## src/rtl/mem_port_arbiter.sv

```systemverilog
`default_nettype none
// ============================================================================
//  Module   : mem_port_arbiter
//  Purpose  : Shares one external RAM port between the instruction-fetch and
//             data-cache requesters. A granted request is registered onto the
//             ram_* outputs and held until ram_ack_i or a wait timeout. A
//             one-cycle ack, with read data, then goes back to the winner.
//             When both ports are pending, the grant alternates round-robin.
//  Ports    : clk, rst          - clock, synchronous active-high reset
//             inst_*            - instruction read port (req/addr in, data/ack out)
//             data_*            - data port (req/we/sel/addr/wdata in, rdata/ack out)
//             ram_*             - external RAM handshake (ce/we/sel/addr/data out,
//                                 data/ack in)
//             err_o             - pulses with the ack of a timed-out transaction
//             stallreq_o        - high while either request is still unanswered
//  Revision : 1.0  initial release
// ============================================================================
module mem_port_arbiter #(
    parameter int TIMEOUT_CYCLES = 255
) (
    input  logic        clk,
    input  logic        rst,
    input  logic        inst_req_i,
    input  logic [31:0] inst_addr_i,
    output logic [31:0] inst_data_o,
    output logic        inst_ack_o,
    input  logic        data_req_i,
    input  logic        data_we_i,
    input  logic [3:0]  data_sel_i,
    input  logic [31:0] data_addr_i,
    input  logic [31:0] data_wdata_i,
    output logic [31:0] data_rdata_o,
    output logic        data_ack_o,
    output logic        ram_ce_o,
    output logic        ram_we_o,
    output logic [3:0]  ram_sel_o,
    output logic [31:0] ram_addr_o,
    output logic [31:0] ram_data_o,
    input  logic [31:0] ram_data_i,
    input  logic        ram_ack_i,
    output logic        err_o,
    output logic        stallreq_o
);

    localparam logic [7:0] c_timeout = 8'(TIMEOUT_CYCLES);

    typedef enum logic [1:0] {
        ST_IDLE      = 2'd0,
        ST_INST_BUSY = 2'd1,
        ST_DATA_BUSY = 2'd2,
        ST_RESP      = 2'd3
    } state_t;

    state_t      state_q,      state_d;
    logic        last_grant_q, last_grant_d;   // 0 = inst, 1 = data; also the port being served
    logic [7:0]  cnt_q,        cnt_d;
    logic        ram_ce_q,     ram_ce_d;
    logic        ram_we_q,     ram_we_d;
    logic [3:0]  ram_sel_q,    ram_sel_d;
    logic [31:0] ram_addr_q,   ram_addr_d;
    logic [31:0] ram_data_q,   ram_data_d;
    logic [31:0] resp_q,       resp_d;
    logic        err_q,        err_d;

    logic w_grant_inst;
    logic w_grant_data;

    always_comb begin
        state_d      = state_q;
        last_grant_d = last_grant_q;
        cnt_d        = cnt_q;
        ram_ce_d     = ram_ce_q;
        ram_we_d     = ram_we_q;
        ram_sel_d    = ram_sel_q;
        ram_addr_d   = ram_addr_q;
        ram_data_d   = ram_data_q;
        resp_d       = resp_q;
        err_d        = err_q;
        w_grant_inst = 1'b0;
        w_grant_data = 1'b0;

        case (state_q)
            ST_IDLE: begin
                if (inst_req_i && data_req_i) begin
                    // Favour whichever port was not served last.
                    w_grant_inst = last_grant_q;
                    w_grant_data = ~last_grant_q;
                end else begin
                    w_grant_inst = inst_req_i;
                    w_grant_data = data_req_i;
                end
            end

            ST_INST_BUSY, ST_DATA_BUSY: begin
                if (ram_ack_i) begin
                    // Ack wins over a coincident timeout.
                    resp_d    = ram_we_q ? 32'd0 : ram_data_i;
                    ram_ce_d  = 1'b0;
                    ram_we_d  = 1'b0;
                    ram_sel_d = 4'd0;
                    state_d   = ST_RESP;
                end else if (cnt_q == c_timeout) begin
                    ram_ce_d   = 1'b0;
                    ram_we_d   = 1'b0;
                    ram_sel_d  = 4'd0;
                    ram_addr_d = 32'd0;
                    ram_data_d = 32'd0;
                    resp_d     = 32'd0;
                    err_d      = 1'b1;
                    state_d    = ST_RESP;
                end else begin
                    cnt_d = cnt_q + 8'd1;
                end
            end

            default: begin // ST_RESP
                // The served port's request is still high here and is ignored.
                resp_d  = 32'd0;
                err_d   = 1'b0;
                state_d = ST_IDLE;
                if (last_grant_q) begin
                    w_grant_inst = inst_req_i;
                end else begin
                    w_grant_data = data_req_i;
                end
            end
        endcase

        if (w_grant_inst) begin
            ram_ce_d     = 1'b1;
            ram_we_d     = 1'b0;
            ram_sel_d    = 4'b1111;
            ram_addr_d   = inst_addr_i;
            ram_data_d   = 32'd0;
            last_grant_d = 1'b0;
            cnt_d        = 8'd0;
            state_d      = ST_INST_BUSY;
        end else if (w_grant_data) begin
            ram_ce_d     = 1'b1;
            ram_we_d     = data_we_i;
            ram_sel_d    = data_sel_i;
            ram_addr_d   = data_addr_i;
            ram_data_d   = data_wdata_i;
            last_grant_d = 1'b1;
            cnt_d        = 8'd0;
            state_d      = ST_DATA_BUSY;
        end
    end

    always_ff @(posedge clk) begin
        if (rst) begin
            state_q      <= ST_IDLE;
            last_grant_q <= 1'b0;
            cnt_q        <= 8'd0;
            ram_ce_q     <= 1'b0;
            ram_we_q     <= 1'b0;
            ram_sel_q    <= 4'd0;
            ram_addr_q   <= 32'd0;
            ram_data_q   <= 32'd0;
            resp_q       <= 32'd0;
            err_q        <= 1'b0;
        end else begin
            state_q      <= state_d;
            last_grant_q <= last_grant_d;
            cnt_q        <= cnt_d;
            ram_ce_q     <= ram_ce_d;
            ram_we_q     <= ram_we_d;
            ram_sel_q    <= ram_sel_d;
            ram_addr_q   <= ram_addr_d;
            ram_data_q   <= ram_data_d;
            resp_q       <= resp_d;
            err_q        <= err_d;
        end
    end

    logic w_resp;
    assign w_resp       = (state_q == ST_RESP);
    assign inst_ack_o   = w_resp & ~last_grant_q;
    assign data_ack_o   = w_resp &  last_grant_q;
    assign inst_data_o  = inst_ack_o ? resp_q : 32'd0;
    assign data_rdata_o = data_ack_o ? resp_q : 32'd0;
    assign err_o        = w_resp & err_q;

    assign ram_ce_o   = ram_ce_q;
    assign ram_we_o   = ram_we_q;
    assign ram_sel_o  = ram_sel_q;
    assign ram_addr_o = ram_addr_q;
    assign ram_data_o = ram_data_q;

    assign stallreq_o = (inst_req_i & ~inst_ack_o) | (data_req_i & ~data_ack_o);

endmodule
`default_nettype wire

```

## config.mk

```make
export PLATFORM = sky130hd
export DESIGN_NAME = mem_port_arbiter
export DESIGN_NICKNAME = d
export VERILOG_FILES = /design/src/rtl/mem_port_arbiter.sv
export SDC_FILE = /design/constraint.sdc
export NUM_CORES = 1
export LEC_CHECK = 0
export CAP_MARGIN = 30
export CORE_MARGIN = 2
export CORE_UTILIZATION = 42
export CTS_CLUSTER_DIAMETER = 60
export DETAILED_ROUTE_END_ITERATION = 10
export MAX_ROUTING_LAYER = met4
export PLACE_DENSITY = 0.86
export SLEW_MARGIN = 30
export SYNTH_ARGS = -nofsm -noshare
export SYNTH_HDL_FRONTEND = slang
export SYNTH_SLANG_ARGS = --single-unit
```

## constraint.sdc

```tcl
create_clock -name clk -period 4.9 [get_ports clk]
set_clock_uncertainty 0.1 [all_clocks]
set_input_delay 0.735 -clock clk [delete_from_list [all_inputs] [get_ports clk]]
set_output_delay 0.735 -clock clk [all_outputs]
set_load 0.01 [all_outputs]
```

Yosys cells after proc, flatten, opt, wreduce, memory -nomap -nowiden

Cells that the tools add are included.

Bits of input ports: 138
Logic and storage cells: 93
Register bits after elaboration: 114
Output and inout port bits: 138

Bitwise gates (word level): 12
Equality and inequality tests: 13
Reduce and logical (&&, ||, !) cells: 20
Mux-type cells: 36
Add/sub/neg operators: 1

Operators with widths:

| kind                                                            | number |
|---|---|
| 32-bit 2-to-1 mux                                               | 10 |
| 32-bit case mux with 2 select lines                             | 1 |
| 4-bit 2-to-1 mux                                                | 5 |
| 1-bit 2-to-1 mux                                                | 13 |
| 3-bit AND reduction                                             | 4 |
| 2-bit AND reduction                                             | 5 |
| 3-bit nonzero test                                              | 3 |
| 8-bit by 1-bit adder with 8-bit output, second input constant   | 1 |
| 8-bit equality test, second input constant                      | 1 |
| 2-bit 2-to-1 mux                                                | 3 |
| 2-bit != test, second input constant                            | 3 |
| 3-bit != test, second input constant                            | 2 |
| 1-bit NOT                                                       | 6 |
| 1-bit case mux with 2 select lines                              | 3 |
| 1-bit AND                                                       | 5 |
| 5-bit != test, second input constant                            | 1 |
| 2-bit equality test, second input constant                      | 2 |
| 4-bit != test, second input constant                            | 1 |
| 2-bit case mux with 2 select lines                              | 1 |
| 2-bit nonzero test                                              | 2 |
| 4-bit nonzero test                                              | 1 |
| 2-bit OR reduction                                              | 2 |
| 3-bit by 1-bit != test with 1-bit output, second input constant | 1 |
| 3-bit OR reduction                                              | 1 |
| 5 further kinds                                                 | 5 |

Longest topological paths before layout

Gate-level depths: netlist (run 1).

Depth in word-level cells: 6
Depth in mapped cells: 9
Gate-level depth less buffers: 6

Least setup slack after synthesis (run 1)

Ideal clock, no wire load.

Path kind: reg2out
Start: register state_q[1]
End: output port inst_data_o[22]
Arrival time: 1.376 ns
Cell stages (with the launch flop): 5
Slack: 2.689 ns
Path buffers: 1
Data required time: 4.065 ns
Cells stage by stage: dfxtp_1 ha_1 nor2b_1 clkbuf_1 and2_1

Cells in the longest elaborated chain, start to end: 3

Ends and longest elaborated chain:

| item                   | line | text |
|---|---|---|
| start, declared        | 54   | `state_t state_q, state_d;` |
| start signal, assigned | 163  | `state_q <= state_d;` |
| 2-bit equality test    | 177  | `assign w_resp = (state_q == ST_RESP);` |
| 1-bit AND              | 178  | `assign inst_ack_o = w_resp & ~last_grant_q;` |
| net inst_ack_o         | 26   | `output logic inst_ack_o,` |
| 32-bit 2-to-1 mux      | 180  | `assign inst_data_o = inst_ack_o ? resp_q : 32'd0;` |
| end, declared          | 25   | `output logic [31:0] inst_data_o,` |

The timed path passes the listed nets, and every way through them passes these cells.

Worst setup path in the final report (run 1)

Start: register state_q[1]
End: output port inst_data_o[16]

Cells in the longest elaborated chain, start to end: 3

Ends and longest elaborated chain:

| item                | line |
|---|---|
| 2-bit equality test | 177 |
| 1-bit AND           | 178 |
| 32-bit 2-to-1 mux   | 180 |

No other way between the ends.

==> results.json, run 1 <==
{
  "irDropWorstVdd_v": 0.000263,
  "drcViolationCount": 20,
  "yosys_warnings": 0,
  "io_pins": 276,
  "dp.cells": 958,
  "slew_headroom": 0.434,
  "hold_class": "register to register",
  "port_buffers": 275,
  "timing.final.crit_share": 0.675,
  "startpoint": "state_q[1]",
  "cts_tree": "done",
  "stdcell_area_um2": 8380,
  "syn_area_per_cell_um2": 8.54,
  "final_cell_mix": "clkdlybuf4s50_1, dfxtp_1, a22oi_1",
  "postCtsSetupBuffers": 0,
  "dieArea_um2": 12800,
  "grt_pass1_vias": 5437,
  "cts_resized": 0,
  "cts_hold_buffers": 0,
  "synth.distinct_cells": 42,
  "synth_seq_area_share": 0.458,
  "arrival_ns": 2.47,
  "critPathCaptureType": "output port",
  "worstPathRequired_ns": 4.07,
  "grt_overflow": 0,
  "synth-compound-area-share": 0.207,
  "fin_crit_ns": 3.31,
  "min_from": "ram_sel_o[1]",
  "dr_total_vias": 5545,
  "synth_xor_area_frac": 0.00527,
  "clock_latency_ns": 0.40,
  "viasPerCell": 5.60,
  "place.gp.congestion": 0.856,
  "drt-pass1-iter-count": 9,
  "finalSetupViolCount": 0,
  "synthToLayoutAreaGrowth_pct": 68.1,
  "rsz0062_at_grt": "no",
  "nFillCells": 855,
  "h-tree-depth": 4,
  "outcome": "finished with violations",
  "antenna_found_initial": 0,
  "synth_top_family_by_area": "simple AND/OR/NAND/NOR gates",
  "clk_path_buf_depth": 2,
  "final_common_cell": "clkdlybuf4s50_1",
  "antenna_cells": 0,
  "synth_simple_gate_area_frac": 0.268,
  "synth_seq_cells": 114,
  "die_y_um": 113,
  "synth_nets": 726,
  "hold_viol_final": 0,
  "fmax_mhz": 302,
  "final_nets": 976,
  "ant_nets": 0,
  "first_iter_violations": 472,
  "root_buffer": "clkbuf_16",
  "cts.sinks": 114,
  "path_clk_slew_ns": 0.05,
  "dpl_cell_area_um2": 7800,
  "synthAdderAreaFrac": 0.0100,
  "hold_slack_ns": 0.362,
  "drv_cap": 0,
  "violations": "DRC",
  "grt_pass1_wl_um": 27100,
  "tns_ns": 0,
  "worst_setup_path_start_kind": "register",
  "syn_inst": 584,
  "track_usage": 0.275,
  "final_cells": 990,
  "cts_buffers": 17,
  "rows": 39,
  "cp_max_fo": 35,
  "slew_viol_final": 0,
  "core_um2": 11500,
  "tightest_slew_ns": 0.849,
  "wl_per_cell_um": 17.8,
  "syn_area_um2": 4990,
  "path_class": "register to output port",
  "synthMuxAreaShare": 0.00201,
  "p_leak_nw": 3.10,
  "drive_above_1_share": 0.0590,
  "grt_start_max_net_pins": 55,
  "wl_um": 17600,
  "rr_startpoint": "state_q[1]",
  "initial_core_util": 0.433,
  "dpl.hpwl_um": 12600,
  "p_per_area_nw_per_um2": 375,
  "die_x_um": 113
}
## worst max-delay path, cell delays in order (launching register included)
cell and delay [ns]:
dfxtp_1 0.41, ha_1 0.18, buf_4 0.29, nor2b_1 0.17
buf_4 0.28, and2_1 0.18, clkdlybuf4s50_1 0.54
## layer usage
layer	vias up	wire, um	GRT usage
met2	295	8800	0.479
met3	43	1500	0.0659
met4	0	615	0.133
met1	2625	6680	0.294
met5	-	0	-
li1	2582	-	-
## state kept, by name, summed over array words and instances, names as in the netlist
register	cells
ram_sel_o	4
err_q	1
resp_q	32
ram_data_o	32
ram_we_o	1
cnt_q	8
ram_addr_o	32
ram_ce_o	1
state_q	2
last_grant_q	1
## metrics by stage
stage | utilization | setup slack (ns) | power (mW)
final | 0.728 | 1.59 | 3.15
after global routing | 0.728 | 1.47 | 3.29
after CTS | 0.728 | 1.58 | 3.15
after detailed placement | 0.677 | 1.50 | 1.95
after global placement | 0.676 | 1.68 | 1.91
after floorplan | - | 2.69 | 1.54
## cell type report
class,count,area (um^2),share of cell area
Clock inverter,15,158,0.0188
Clock buffer,17,425,0.0507
Tap cell,143,179,0.0213
Sequential cell,114,2280,0.272
Multi-Input combinational cell,411,2490,0.297
Timing Repair Buffer,286,2840,0.339
Inverter,4,15.0,0.00179
## power by group
part	internal, mW	switching (mW)	leakage [nW]
Combinational	0.403	0.436	1.89
Clock	0.751	0.456	0.276
Sequential	1.03	0.0693	0.931
Total	2.19	0.961	3.10
## worst paths after layout
check,to,slack (ns),depth (start not counted)
worst max-delay path,inst_data_o[16],1.59,6
worst min-delay path,ram_sel_o[1],0.36,2
worst max register to register,ram_data_o[23],1.95,7
worst min register to register,ram_sel_o[1],0.36,2
## Yosys cell counts
master     number  area, um^2
and4b_1         1        10.0
nand4_1         1        6.26
clkbuf_1       41         154
o21bai_1        1        7.51
and2_1         34         213
o22ai_1        21         131
a2111oi_0       1        8.76
nand3_1        52         260
nor2b_1         3        18.8
xnor2_1         2        17.5
dfxtp_1       114        2280
o311ai_0        1        8.76
a31oi_1         2        12.5
or2_1           1        6.26
inv_1           4        15.0
nor4bb_1        1        10.0
a2bb2oi_1       1        8.76
ha_1            4        50.1
o211ai_1        1        7.51
o21ai_1         1        5.00
mux2i_1         1        10.0
nand2_1         8        30.0
buf_2          10        50.1
nor3_1          1        5.00
buf_6           2        22.5
a21oi_1        28         140
a32oi_2         1        16.3
and3_1         35         219
o31a_1          1        8.76
nand2b_1       55         344
o21ai_0        36         180
and4_1          1        8.76
or4_1           1        7.51
nor3_2          1        10.0
nor2_1         43         161
xor2_1          1        8.76
buf_1           2        7.51
o21a_1          1        7.51
or3_1           3        18.8
a22oi_1        64         480
nand4b_1        1        8.76
o31ai_1         1        7.51
## cell families after synthesis
kind of cell | count (synthesis)
AND/OR/NAND/NOR | 242
XOR/XNOR | 3
adder cells (fa/ha/maj) | 4
AO/OA/AOI/OAI | 161
flip-flops | 114
buffers and inverters | 59
multiplexers | 1
Power figures use the tool's default switching activity.
==> run 2, diff against run 1 <==
--- a/config.mk
+++ b/config.mk
@@ -7,11 +7,11 @@
 export LEC_CHECK = 0
 export CAP_MARGIN = 30
 export CORE_MARGIN = 2
-export CORE_UTILIZATION = 42
+export CORE_UTILIZATION = 39
 export CTS_CLUSTER_DIAMETER = 60
 export DETAILED_ROUTE_END_ITERATION = 10
 export MAX_ROUTING_LAYER = met4
-export PLACE_DENSITY = 0.86
+export PLACE_DENSITY = 0.81
 export SLEW_MARGIN = 30
 export SYNTH_ARGS = -nofsm -noshare
 export SYNTH_HDL_FRONTEND = slang
==> constraint.sdc (replaced) <==
create_clock -name clk -period 3.35 [get_ports clk]
set_clock_uncertainty 0.1 [all_clocks]
set_input_delay 0.5025 -clock clk [delete_from_list [all_inputs] [get_ports clk]]
set_output_delay 0.5025 -clock clk [all_outputs]
set_load 0.01 [all_outputs]
==> run 2 against run 1 <==
Compared with the run above: the run now ends clean; largest power group unchanged; total power grew 49%; largest cell class unchanged; global-route usage shrank 2.9 points; first-iteration DRC count is 20% lower; count of clock-buffer cells in the layout is 3 higher; non-clock buffer count up 3; wire length fell by 4.9%; critical path depth is the same; core utilization decreased by 5.4 points.
==> results.json, run 2 (synthesis results as in run 1) <==
{
  "cts_resized": 0,
  "grt_overflow": 0,
  "ant_nets": 0,
  "hold_viol_final": 0,
  "reg2reg_slack_ns": 0.89,
  "worstPathRequired_ns": 2.75,
  "initial_core_util": 0.397,
  "track_usage": 0.246,
  "holdPathStages": 2,
  "clock_latency_ns": 0.40,
  "arrival_ns": 2.17,
  "grt_start_max_net_pins": 52,
  "startpoint": "state_q[0]",
  "fin_util": 0.674,
  "first_iter_violations": 378,
  "cts_hold_buffers": 0,
  "p_per_area_nw_per_um2": 553,
  "drv_cap": 0,
  "grt_use_met3": 0.0664,
  "fin_crit_ns": 2.78,
  "slowest_stage": "clkdlybuf4s50_1",
  "dpl_cell_area_um2": 7860,
  "cts_tree": "done",
  "port_buffers": 275,
  "irDropWorstVdd_v": 0.000302,
  "slowest_delay_ns": 0.55,
  "antenna_cells": 0,
  "final_common_cell": "clkdlybuf4s50_1",
  "drt-pass1-iter-count": 5,
  "grt_pass1_vias": 5250,
  "fmax_mhz": 360,
  "tightest_slew_ns": 0.804,
  "postCtsSetupBuffers": 0,
  "dpl.hpwl_um": 12300,
  "h-tree-depth": 4,
  "place.gp.congestion": 0.883,
  "die_y_um": 117,
  "timing.final.crit_share": 0.829,
  "hold_class": "register to register",
  "critPathCaptureType": "output port",
  "clk_path_buf_depth": 2,
  "path_class": "register to output port",
  "rows": 41,
  "die_x_um": 117,
  "wl_um": 16700,
  "final_cell_mix": "clkdlybuf4s50_1, dfxtp_1, a22oi_1",
  "wl_per_cell_um": 16.4,
  "cts.sinks": 114,
  "dr_total_vias": 5312,
  "slew_headroom": 0.464,
  "slew_viol_final": 0,
  "nFillCells": 1002,
  "grtUsageMet2": 0.427,
  "cp_max_fo": 34,
  "tns_ns": 0,
  "grt_pass1_wl_um": 25600,
  "worst_setup_path_start_kind": "register",
  "r2r_cells": 6,
  "busiest_layer": "met2",
  "cts_buffers": 17,
  "endpoint": "stallreq_o",
  "p_leak_nw": 3.14,
  "final_nets": 979,
  "path_cells": "ha_1, nor2b_1, buf_4, nor2_1, a2bb2oi_1, clkdlybuf4s50_1",
  "rsz0062_at_grt": "no",
  "dieArea_um2": 13700,
  "r2r_end": "cnt_q[2]",
  "drcViolationCount": 0,
  "finalSetupViolCount": 0,
  "use_met1": 0.275,
  "antenna_found_initial": 0,
  "rr_startpoint": "state_q[0]",
  "drive_above_1_share": 0.0588,
  "io_pins": 276,
  "outcome": "complete, no violations",
  "synthToLayoutAreaGrowth_pct": 69.9,
  "stdcell_area_um2": 8470,
  "power.total_mw": 4.68,
  "root_buffer": "clkbuf_16",
  "core_um2": 12600,
  "path_clk_slew_ns": 0.05,
  "viasPerCell": 5.20
}
run 2: routing by layer:
layer	vias to the layer above	wire length [um]
li1	2590	-
met1	2466	6530
met2	233	8580
met3	23	1340
met4	0	292
met5	-	0
run 2: worst max-delay path: cells and delay by family (launching register included):
family	cells	cell delay (ns)
buffers and inverters	2	0.77
flip-flops	1	0.34
AND/OR/NAND/NOR	2	0.27
adder cells (fa/ha/maj)	1	0.21
AO/OA/AOI/OAI	1	0.17
run 2: per-stage QoR:
| stage | cells | hold WS (ns) | setup WS [ns] |
|---|---|---|---|
| final | 1022 | 0.365 | 0.574 |
| after floorplan | 584 | 0.353 | 1.35 |
| after detailed placement | 990 | 0.362 | 0.560 |
| after global placement | 990 | 0.354 | 0.652 |
| after global routing | 1022 | 0.386 | 0.437 |
| after CTS | 1022 | 0.368 | 0.568 |
run 2: how the worst min path moves through the flow:
stage                               from              to  slack (ns)
final                       ram_sel_o[2]    ram_sel_o[2]        0.37
after floorplan               resp_q[26]      resp_q[26]        0.35
after detailed placement  ram_addr_o[29]  ram_addr_o[29]        0.36
after global routing        ram_sel_o[3]    ram_sel_o[3]        0.39
after global placement      ram_sel_o[3]    ram_sel_o[3]        0.35
after CTS                   ram_sel_o[2]    ram_sel_o[2]        0.37
run 2: cell type report:
type / count / area, um^2 / share of cell area
Clock buffer: 20 / 447 / 0.0527
Sequential cell: 114 / 2280 / 0.269
Tap cell: 172 / 215 / 0.0254
Multi-Input combinational cell: 411 / 2480 / 0.293
Clock inverter: 12 / 163 / 0.0192
Inverter: 4 / 15.0 / 0.00177
Timing Repair Buffer: 289 / 2870 / 0.338
run 2: power by group:
part | switching [mW] | internal, mW | leakage, nW
Sequential | 0.0917 | 1.51 | 0.931
Combinational | 0.628 | 0.594 | 1.91
Clock | 0.607 | 1.25 | 0.303
Total | 1.33 | 3.36 | 3.14
